<file path="src/rtl/one_to_four_tdm.sv">
// 1:4 time-division demultiplexer with frame alignment tracking.
// Steers a marked serial sample stream into four channels and frame snapshots.
module one_to_four_tdm #(
   parameter int WIDTH = 8
) (
   input  logic               clk,
   input  logic               rst_n,
   input  logic               en,
   input  logic               in_valid,
   input  logic               frame_start,
   input  logic [WIDTH-1:0]   in_data,
   output logic [4*WIDTH-1:0] ch,
   output logic [3:0]         ch_stb,
   output logic [4*WIDTH-1:0] frame,
   output logic               frame_valid,
   output logic [1:0]         slot,
   output logic               sync_err
);

   localparam logic [0:0] IDLE = 1'b0;
   localparam logic [0:0] RUN  = 1'b1;

   logic [0:0]         state_q, state_d;
   logic [1:0]         slot_q, slot_d;
   logic [4*WIDTH-1:0] ch_q, ch_d;
   logic [4*WIDTH-1:0] frame_q, frame_d;
   logic [3:0]         ch_stb_q, ch_stb_d;
   logic               frame_valid_q, frame_valid_d;
   logic               sync_err_q, sync_err_d;
   logic               accept;

   assign accept = en & in_valid;

   always_comb begin
      state_d       = state_q;
      slot_d        = slot_q;
      ch_d          = ch_q;
      frame_d       = frame_q;
      ch_stb_d      = 4'b0000;
      frame_valid_d = 1'b0;
      sync_err_d    = 1'b0;
      if (accept) begin
         if (state_q == IDLE) begin
            if (frame_start) begin
               ch_d[WIDTH-1:0] = in_data;
               ch_stb_d        = 4'b0001;
               slot_d          = 2'd1;
               state_d         = RUN;
            end
         end else if (frame_start) begin
            // early restart drops the partial frame but keeps alignment
            sync_err_d      = (slot_q != 2'd0);
            ch_d[WIDTH-1:0] = in_data;
            ch_stb_d        = 4'b0001;
            slot_d          = 2'd1;
         end else if (slot_q == 2'd0) begin
            sync_err_d = 1'b1;
            state_d    = IDLE;
         end else begin
            ch_d[slot_q*WIDTH +: WIDTH] = in_data;
            ch_stb_d[slot_q]            = 1'b1;
            slot_d                      = slot_q + 2'd1;
            if (slot_q == 2'd3) begin
               frame_d       = {in_data, ch_q[3*WIDTH-1:0]};
               frame_valid_d = 1'b1;
            end
         end
      end
   end

   always_ff @(posedge clk or negedge rst_n) begin
      if (!rst_n) begin
         state_q       <= IDLE;
         slot_q        <= 2'd0;
         ch_q          <= '0;
         frame_q       <= '0;
         ch_stb_q      <= 4'b0000;
         frame_valid_q <= 1'b0;
         sync_err_q    <= 1'b0;
      end else begin
         state_q       <= state_d;
         slot_q        <= slot_d;
         ch_q          <= ch_d;
         frame_q       <= frame_d;
         ch_stb_q      <= ch_stb_d;
         frame_valid_q <= frame_valid_d;
         sync_err_q    <= sync_err_d;
      end
   end

   assign ch          = ch_q;
   assign ch_stb      = ch_stb_q;
   assign frame       = frame_q;
   assign frame_valid = frame_valid_q;
   assign slot        = slot_q;
   assign sync_err    = sync_err_q;

endmodule

</file>
<file path="config.mk">
export PLATFORM = sky130hd
export DESIGN_NAME = one_to_four_tdm
export DESIGN_NICKNAME = d
export VERILOG_FILES = /design/src/rtl/one_to_four_tdm.sv
export SDC_FILE = /design/constraint.sdc
export NUM_CORES = 1
export LEC_CHECK = 0
export CAP_MARGIN = 40
export CORE_UTILIZATION = 51
export CTS_CLUSTER_SIZE = 24
export DETAILED_ROUTE_END_ITERATION = 8
export PLACE_DENSITY = 0.83
export SYNTH_ARGS = -nofsm -noshare
export SYNTH_HDL_FRONTEND = slang
export SYNTH_SLANG_ARGS = --single-unit
</file>
<file path="constraint.sdc">
create_clock -name clk -period 3.79 [get_ports clk]
set_input_delay 1.137 -clock clk [delete_from_list [all_inputs] [get_ports clk]]
set_output_delay 1.137 -clock clk [all_outputs]
set_load 0.02 [all_outputs]
</file>
==> impl_results.md <==
* RSZ-0062 raised after global routing: false
* WL met2 at 3.41 mm
* Worst-path clk slew at 0.08 ns
* Flops & latches, synth at 72
* Main area contributors after synthesis: dfrtp_1 58%, mux2_2 11%, mux2i_1 8.1%
* Cts bufs inserted at 9
* Fill cell count at 394
* Insertion delay to the later sink of the worst-skew pair at 0.34 ns
* NumNets Final at 359
* Vias at 2179
* Post-cts resize count at 0
* Sequential area share after synthesis at 58.3%
* Die Span Y at 79.8 µm
* Remaining DRCs at 0
* First-pass GRT wire length at 11.2 mm
* Number of global-route vias before repair at 2235
* Synth top area share at 58.3%
* Post-CTS Setup Inserts at 0
* Synth cell types at 28
* Die X-Extent at 79.8 µm
* Setup TNS at 0 ns
* Leakage power at 2.17 nW
* R2r worst-path depth at 7
* DRT Wirelength at 6.90 mm
* Area leader, netlist: dfrtp_1
* Setup violations, final at 0
* CP endpoint kind: register
* CTS Root Cell: clkbuf_8
* I/O Pins at 85
* CTS sink cnt at 72
* CTS tree: done
* Yosys Warn Count at 0
* Mapped Cells at 251
* Max incr delay on CP at 0.55 ns
* Drt initial violations at 128
* Initial antenna violation count at 0
* Commonest non-fill, non-tap cells in the layout: 83 x clkdlybuf4s50_1, 72 x dfrtp_1, 36 x inv_1
* Final GP Congestion at 0.840
* H-tree depth at 3
* DRT antenna net count at 0
* Crit Path Max Fanout at 12
* # Max-Cap Violations at 0
* Synth Cell Area at 3090 µm²
* Starting Density at 54.5%
* Critical Path AT at 3.00 ns
* Area of the core at 5680 µm²
* Area Growth Syn to Fin at 36.1%
* Worst slew pin tran at 0.582 ns
* CP required at 4.03 ns
* Reg2reg start: slot[0]$_DFFE_PN0P_
* Final HPWL DP at 4.89 mm
* Highest routed layer: met4
* Critical path launch point: frame_start
* Critical-path cell list: clkdlybuf4s50_1, inv_1, ha_1, nand3b_1, buf_4, or2_2, o31ai_1
* Reg2Reg Setup Slack at 1.44 ns
* N_diodes at 0
* Hold depth at 1
* I/O Buffers at 84
* Total GRT Usage at 23.5%
* Die area at 6380 µm²
* Hold Path Class: register to register
* Slew Limit Fails at 0
* Crit path max-delay cell type: clkdlybuf4s50_1
* Fin. Hold Viols at 0
* Peak VDD IR at 0.000557 V
* Clk buf depth at 2
* Tmin final at 2.76 ns
* Synth Area per Inst at 12.3 µm²
* Vias per std cell at 5.24
* Pin count of the biggest net entering global routing at 55
* Pwr dens at 875 nW/µm²
* Max frequency at 362 MHz
* Wire length per cell at 16.6 µm
* Hold Path Sink: frame[13]$_DFFE_PN0P_
* Tcrit/Tclk final at 72.8%
* Met3 WL post-DR at 308 µm
* Max Clock Skew at 0.00906 ns
* Post-Syn Nets at 271
* Status: complete, no violations
* DR pass1 iterations at 4
* Critical path startpoint category: input port
* Row count at 27
* Leading cell type in the layout, fill and taps excluded: clkdlybuf4s50_1
* Setup ws final at 1.03 ns
* Hold buffers post-CTS at 0
* Pre-CTS setup slack at 0.689 ns
* Wire length on met1 at 3.06 mm
* CP Class: input port to register
* Grt total ovfl at 0
* Worst r2r dst: ch[7]$_DFFE_PN0P_
* Worst hold start: frame[13]$_DFFE_PN0P_
* Worst slew margin at 61.2%
* Layout cells sized above 1 at 17.4%
-- worst max path at each step --
stage	slack (ns)	depth (start not counted)	endpoint
after global routing	0.95	7	ch[1]$_DFFE_PN0P_
final	1.03	7	ch[7]$_DFFE_PN0P_
after floorplan	1.53	6	ch[0]$_DFFE_PN0P_
after global placement	0.82	6	frame[14]$_DFFE_PN0P_
after CTS	1.04	7	ch[7]$_DFFE_PN0P_
after detailed placement	0.69	7	ch[7]$_DFFE_PN0P_
-- power breakdown --
group	switching [mW]	internal [mW]	total (mW)
logic	0.889	0.836	1.73
clock network	0.279	0.337	0.616
registers	0.247	1.09	1.34
total	1.42	2.27	3.68
-- cells by family (layout without fill, tap and decap cells) --
family | Yosys count | count (layout) | synth area share [%]
AO/OA/AOI/OAI | 21 | 21 | 4.37
AND/OR/NAND/NOR | 46 | 46 | 8.02
flip-flops | 72 | 72 | 58.3
multiplexers | 57 | 57 | 19.8
adder cells (fa/ha/maj) | 7 | 7 | 2.83
buffers and inverters | 48 | 141 | 6.72
-- layer usage --
| metal | track usage (%) | vias up |
|---|---|---|
| li1 | - | 1008 |
| met1 | 31.0 | 1079 |
| met2 | 38.7 | 80 |
| met3 | 3.77 | 12 |
| met4 | 9.64 | 0 |
| met5 | 0 | - |
-- cell usage after synthesis --
cell / count
buf_4: 4
a21oi_1: 2
mux2_1: 1
o21ai_0: 8
nor2b_1: 1
mux2i_1: 25
and3b_2: 1
o41a_1: 1
or2_2: 1
nand2_1: 28
a31oi_1: 1
o211ai_1: 1
inv_2: 1
nand4_2: 3
buf_2: 4
nor2_1: 3
and2_1: 1
clkbuf_1: 1
nor3b_2: 2
and3_1: 4
inv_1: 36
dfrtp_1: 72
mux2_2: 31
buf_1: 1
buf_6: 1
o31ai_1: 8
ha_1: 7
nand3b_1: 2
-- state kept, by name, indices dropped and copies added, names as in the netlist --
name / count
ch: 32
frame: 32
ch_stb: 4
slot: 2
state_q: 1
sync_err: 1
-- final cells by class --
type / instances / area (µm²) / share of cell area [%]
repair buffers: 88 / 888 / 21.1
inverters: 37 / 139 / 3.30
clock buffers: 11 / 151 / 3.60
multi-input cells: 131 / 1080 / 25.7
flip-flops and latches: 72 / 1800 / 42.8
clock inverters: 5 / 55.1 / 1.31
well taps: 72 / 90.1 / 2.14
-- per-stage QoR --
| stage | cell area [µm²] | std cells | hold slack (ns) | total power [mW] | utilization, % |
|---|---|---|---|---|---|
| after floorplan | 3090 | 251 | 0.565 | 2.22 | - |
| after global placement | 3970 | 399 | 0.474 | 3.01 | 70.0 |
| after detailed placement | 4000 | 400 | 0.481 | 3.07 | 70.5 |
| after CTS | 4210 | 416 | 0.497 | 3.70 | 74.1 |
| after global routing | 4210 | 416 | 0.519 | 3.88 | 74.1 |
| final | 4210 | 416 | 0.493 | 3.68 | 74.1 |
-- critical path: cells and delay by family --
kind	cells	cell delay, ns
adders and majority gates	1	0.22
AOI/OAI and AO/OA	1	0.27
buffers and inverters	3	0.82
and+or+nand+nor	2	0.54
No activity file was read; power rests on OpenSTA's default activity.
